===== src/rtl/ram_arb_pkg.sv =====
// Shared types for the RAM arbiter: FSM state, requester id and the read-return tag.
// Pure declarations, no logic.
package ram_arb_pkg;

    localparam int RAM_ADDR_W = 5;
    localparam int RAM_DATA_W = 8;

    typedef enum logic {
        INIT  = 1'b0,
        SERVE = 1'b1
    } arb_state_t;

    typedef enum logic {
        PORT_A = 1'b0,
        PORT_B = 1'b1
    } port_id_t;

    // One entry of the read-return pipeline: which port the RAM data belongs to.
    typedef struct packed {
        logic     valid;
        port_id_t port;
    } rd_tag_t;

endpackage


===== src/rtl/rr_arb2.sv =====
// Two-way round-robin grant; combinational gnt, zero latency.
// Requests are never dropped: a losing or blocked (advance=0) requester simply waits.
module rr_arb2
    import ram_arb_pkg::*;
(
    input  logic clk,
    input  logic reset,
    input  logic advance,
    input  logic req_a,
    input  logic req_b,
    output logic gnt_a,
    output logic gnt_b
);

    port_id_t last_winner;

    // Under contention the port that did not win last time takes the slot.
    always_comb begin
        gnt_a = advance && req_a && (!req_b || (last_winner == PORT_B));
        gnt_b = advance && req_b && (!req_a || (last_winner == PORT_A));
    end

    always_ff @(posedge clk) begin
        if (reset) begin
            last_winner <= PORT_B;
        end else if (gnt_a) begin
            last_winner <= PORT_A;
        end else if (gnt_b) begin
            last_winner <= PORT_B;
        end
    end

endmodule


===== src/rtl/ram_arbiter.sv =====
// Round-robin front end for a single-port RAM with post-reset init sweep; reads return 2 cycles after grant.
// Requests are held off (not dropped) during the sweep and while the other port owns the cycle.
module ram_arbiter
    import ram_arb_pkg::*;
#(
    parameter int                 ADDR_W   = RAM_ADDR_W,
    parameter int                 DATA_W   = RAM_DATA_W,
    parameter int                 DEPTH    = 32,
    parameter int                 INIT_EN  = 1,
    parameter logic [DATA_W-1:0]  INIT_VAL = '0
) (
    input  logic              clk,
    input  logic              reset,

    input  logic              req_a,
    input  logic              we_a,
    input  logic [ADDR_W-1:0] addr_a,
    input  logic [DATA_W-1:0] wdata_a,
    input  logic              req_b,
    input  logic              we_b,
    input  logic [ADDR_W-1:0] addr_b,
    input  logic [DATA_W-1:0] wdata_b,

    output logic              gnt_a,
    output logic              gnt_b,
    output logic              rvalid_a,
    output logic              rvalid_b,
    output logic [DATA_W-1:0] rdata_a,
    output logic [DATA_W-1:0] rdata_b,
    output logic              busy,

    output logic [ADDR_W-1:0] ram_address,
    output logic [DATA_W-1:0] ram_data_in,
    output logic              ram_write_enb,
    output logic              ram_read_enb,
    input  logic [DATA_W-1:0] ram_data_out
);

    arb_state_t        state;
    logic [ADDR_W-1:0] init_ptr;
    logic [ADDR_W-1:0] last_addr;
    logic [DATA_W-1:0] last_data;
    logic              advance;
    rd_tag_t           tag_new;
    rd_tag_t           tag_s1;
    rd_tag_t           tag_s2;

    assign advance = (state == SERVE) && !reset;

    rr_arb2 u_rr_arb2 (
        .clk     (clk),
        .reset   (reset),
        .advance (advance),
        .req_a   (req_a),
        .req_b   (req_b),
        .gnt_a   (gnt_a),
        .gnt_b   (gnt_b)
    );

    // RAM command mux: sweep during INIT, granted port during SERVE, otherwise idle
    // with address/data parked on their last driven value.
    always_comb begin
        ram_address   = last_addr;
        ram_data_in   = last_data;
        ram_write_enb = 1'b0;
        ram_read_enb  = 1'b0;
        if (!reset) begin
            if (state == INIT) begin
                ram_address   = init_ptr;
                ram_data_in   = INIT_VAL;
                ram_write_enb = 1'b1;
            end else if (gnt_a) begin
                ram_address   = addr_a;
                ram_data_in   = wdata_a;
                ram_write_enb = we_a;
                ram_read_enb  = !we_a;
            end else if (gnt_b) begin
                ram_address   = addr_b;
                ram_data_in   = wdata_b;
                ram_write_enb = we_b;
                ram_read_enb  = !we_b;
            end
        end
    end

    always_comb begin
        tag_new.valid = ram_read_enb;
        tag_new.port  = gnt_b ? PORT_B : PORT_A;
    end

    always_ff @(posedge clk) begin
        if (reset) begin
            last_addr <= '0;
            last_data <= '0;
        end else if (ram_write_enb || ram_read_enb) begin
            last_addr <= ram_address;
            last_data <= ram_data_in;
        end
    end

    always_ff @(posedge clk) begin
        if (reset) begin
            state    <= (INIT_EN != 0) ? INIT : SERVE;
            busy     <= (INIT_EN != 0);
            init_ptr <= '0;
        end else begin
            case (state)
                INIT: begin
                    init_ptr <= init_ptr + ADDR_W'(1);
                    if (init_ptr == ADDR_W'(DEPTH - 1)) begin
                        state <= SERVE;
                        busy  <= 1'b0;
                    end
                end
                default: begin
                    state <= SERVE;
                    busy  <= 1'b0;
                end
            endcase
        end
    end

    // ram_data_out is only looked at in the cycle after a read command; reset
    // empties both stages so in-flight reads never return.
    always_ff @(posedge clk) begin
        if (reset) begin
            tag_s1  <= '0;
            tag_s2  <= '0;
            rdata_a <= '0;
            rdata_b <= '0;
        end else begin
            tag_s1 <= tag_new;
            tag_s2 <= tag_s1;
            if (tag_s1.valid) begin
                if (tag_s1.port == PORT_A) begin
                    rdata_a <= ram_data_out;
                end else begin
                    rdata_b <= ram_data_out;
                end
            end
        end
    end

    assign rvalid_a = tag_s2.valid && (tag_s2.port == PORT_A);
    assign rvalid_b = tag_s2.valid && (tag_s2.port == PORT_B);

endmodule

===== config.mk =====
export PLATFORM = sky130hd
export DESIGN_NAME = ram_arbiter
export DESIGN_NICKNAME = d
export VERILOG_FILES = /design/src/rtl/ram_arb_pkg.sv /design/src/rtl/rr_arb2.sv /design/src/rtl/ram_arbiter.sv
export SDC_FILE = /design/constraint.sdc
export NUM_CORES = 1
export LEC_CHECK = 0
export CAP_MARGIN = 20
export CORE_MARGIN = 8
export CORE_UTILIZATION = 48
export CTS_BUF_LIST = sky130_fd_sc_hd__clkbuf_4 sky130_fd_sc_hd__clkbuf_8
export DETAILED_ROUTE_END_ITERATION = 16
export PLACE_DENSITY = 0.87
export SLEW_MARGIN = 20
export SYNTH_ARGS = -nofsm -noshare
export SYNTH_HDL_FRONTEND = slang
export SYNTH_SLANG_ARGS = --single-unit

===== constraint.sdc =====
create_clock -name clk -period 4.4 [get_ports clk]
set_input_delay 1.32 -clock clk [delete_from_list [all_inputs] [get_ports clk]]
set_output_delay 1.32 -clock clk [all_outputs]
set_load 0.02 [all_outputs]

==> flow_metrics.tcl <==
set metrics [dict create \
    status "finished, final reports clean" \
    max_freq_ghz 0.232 \
    cts_sinks 41 \
    cts_tree "built" \
    min-delay-path-class "register to register" \
    netlist_instances 229 \
    setup_viol 0 \
    grt_pass1_vias 1837 \
    grt_use_total 0.177 \
    vias 1942 \
    synth_edf_count 0 \
    crit_end "ram_address[0]" \
    synth.avg_cell_area_um2 8.44 \
    timing.hold.worst_path_depth 2 \
    port-buffer-count 75 \
    slew_violations 0 \
    cp.depth 8 \
    criticalPathCategory "primary input to output port" \
    antenna_found_initial 0 \
    holdWs_ns 0.455 \
    final_core_util 0.738 \
    synth.ff_latch_count 41 \
    hold_viol 0 \
    h-tree-depth 2 \
    end_kind "output port" \
    netlist_area_um2 1930 \
    finalClockSkew_ns 0.00555 \
    numCtsBuffers 5 \
    cp_top_family "buffers and inverters" \
    min_period_ns 4.30 \
    yosys_warnings 0 \
    cp-start-kind "primary input" \
    dr.pass1.iters 4 \
    antenna-diode-count 0 \
    slew_headroom 0.662 \
    clk_pin_slew_ns 0.08 \
    timing.rr.start "state$_SDFF_PP0_" \
    slowest_stage "clkdlybuf4s50_1" \
    worstPathMaxFanout 4 \
    ff2ff_setup_slack_ns 2.80 \
    drc_errors 0 \
    vias_per_cell 5.28 \
    ys_types 40 \
    initial_utilization 0.490 \
    clockBufferDepth 2 \
    r2r-end "last_addr[0]$_SDFFE_PP0P_" \
    r2r_cells 5 \
    ys_seq_area_frac 0.425 \
    final_net_count 360 \
    path_buf_inv 4 \
    root_buffer "clkbuf_8" \
    layout-drive-gt1-share 0.119 \
    ant_nets 0 \
    hold_buffers 0 \
    grt_pass1_wl_um 8890 \
    cp.arrival_ns 2.98 \
    grt_max_degree 43 \
    grt_overflow 0 \
    maxCapViolations 0 \
    fin_ws_ns 0.0975 \
    syn_to_final_growth_pct 50.4 \
    clock_latency_ns 0.29 \
    drt_wl_total_um 5570 \
    io_pins 76 \
    pre_cts_slack_ns -0.197 \
    power.leakage_uw 0.00122 \
    cp.required_ns 3.08 \
    place_congestion 0.848 \
    core_um2 3940 \
    ys.flop_type "dfxtp_1" \
    slowest_delay_ns 0.50 \
    crit_chain "clkdlybuf4s50_1, buf_4, nand2b_1, nand3_1, buf_4, o2111ai_1, nand3_1, dlygate4sd2_1" \
    ir_drop_uv 194 \
    timing.final.crit_share 0.978 \
    die_x_um 79.5 \
    synthArstFlopShare 0 \
    rsz0062_at_grt "false" \
    hpwl_um 4250 \
    worst_pin_slew_ns 0.507 \
    synth_fp_nets 271 \
    avgRoutedWirePerCell_um 15.1 \
    dieArea_um2 6310 \
    rows 23 \
    worstSetupStartpoint "req_b" \
    drt_iter0_markers 92 \
    p_per_area_nw_per_um2 242 \
    die_h_um 79.5 \
]
==> worst reg2reg max path, stage by stage (launching register included) <==
cell and delay [ns]:
dfxtp_1 0.59, nor2b_4 0.29, nand3_2 0.12, buf_4 0.18, o2111ai_1 0.24, nand2_1 0.08
==> cell usage in the layout, fill, tap and decap left out, drive strengths merged <==
cell           synthesis  final
clkdlybuf4s50          0     59
dfxtp                 41     41
nand2                 33     33
a21oi                 26     26
buf                   11     21
nor2                  20     20
nand3                 15     15
nor2b                 14     14
dlygate4sd2            0     13
mux2i                 10     10
o31ai                  8      8
o22ai                  8      8
clkbuf                 3      6
inv                    5      5
nand4b                 4      4
nand3b                 4      4
o31a                   4      4
a21boi                 4      4
nand2b                 2      2
o32ai                  2      2
xor2                   2      2
ha                     2      2
clkdlybuf4s15          0      2
and3                   2      2
a21o                   1      1
o2111ai                1      1
o21ai                  1      1
and2                   1      1
a32oi                  1      1
a31oi                  1      1
or2                    1      1
xnor2                  1      1
nand4                  1      1
clkinvlp               0      1
dlymetal6s2s           0      1
==> cell type report <==
type / count / area (µm²)
sequential: 41 / 821
fill: 305 / 1030
timing repair buffer: 96 / 911
clock inverter: 1 / 7.51
clock buffer: 6 / 82.6
multi-input combinational: 169 / 1000
inverter: 5 / 18.8
tap: 50 / 62.6
==> sequential cells by signal, summed over array words and instances (netlist names) <==
name,count
last_data,8
rdata_a,8
rdata_b,8
init_ptr,5
last_addr,5
tag_s1,2
tag_s2,2
busy,1
state,1
u_rr_arb2.last_winner,1
==> worst min-delay path by stage <==
stage                                   start                   endpoint  slack, ns
CTS                   rdata_b[6]$_SDFFE_PP0P_    rdata_b[6]$_SDFFE_PP0P_       0.46
global placement      rdata_b[4]$_SDFFE_PP0P_    rdata_b[4]$_SDFFE_PP0P_       0.44
finish                rdata_b[1]$_SDFFE_PP0P_    rdata_b[1]$_SDFFE_PP0P_       0.45
detailed placement    rdata_b[6]$_SDFFE_PP0P_    rdata_b[6]$_SDFFE_PP0P_       0.45
global route        last_data[6]$_SDFFE_PP0P_  last_data[6]$_SDFFE_PP0P_       0.48
floorplan           last_data[0]$_SDFFE_PP0P_  last_data[0]$_SDFFE_PP0P_       0.44
==> power by group <==
| group | switching (µW) | leakage [µW] | internal [µW] |
|---|---|---|---|
| registers | 3.41 | 0.000331 | 375 |
| clock network | 127 | 0.0000433 | 124 |
| logic | 30.6 | 0.000846 | 44.3 |
| total | 161 | 0.00122 | 543 |
==> routing by layer <==
metal | part of all wire | GRT usage
met1 | 0.42 | 0.193
met2 | 0.51 | 0.302
met3 | 0.040 | 0.0462
met4 | 0.032 | 0.104
met5 | 0 | 0
==> cells by family (layout without fill, tap and decap cells) <==
family,after synthesis,count (layout),share of synthesized area
AND/OR/NAND/NOR,97,97,0.252
flip-flops,41,41,0.425
XOR/XNOR,3,3,0.0136
adder cells (fa/ha/maj),2,2,0.0129
multiplexers,10,10,0.0518
AO/OA/AOI/OAI,57,57,0.187
buffers and inverters,19,108,0.0582
==> what timing repair did <==
item                       4_1_cts  5_1_grt
setup endpoints to repair       15        5
resized for setup               15        6
buffers inserted                 1        0
==> per-stage QoR <==
step	total power, µW	instances	TNS [ns]	cell area (µm²)
after floorplan	412	229	0	1930
after global placement	462	360	-1.59	2800
after detailed placement	463	360	-2.16	2800
after CTS	710	368	0	2890
after global routing	736	368	0	2910
final	704	368	0	2910
==> cell usage after synthesis (4+ instances only) <==
library cell	n	area share
nor2b_1	12	0.039
nor2_1	20	0.039
o22ai_1	8	0.026
o31ai_1	8	0.031
nand2_1	33	0.064
nand3b_1	4	0.016
dfxtp_1	41	0.42
buf_6	4	0.023
a21oi_1	26	0.067
nand3_1	14	0.036
mux2i_1	10	0.052
nand4b_1	4	0.018
No activity file was read; power rests on OpenSTA's default activity.
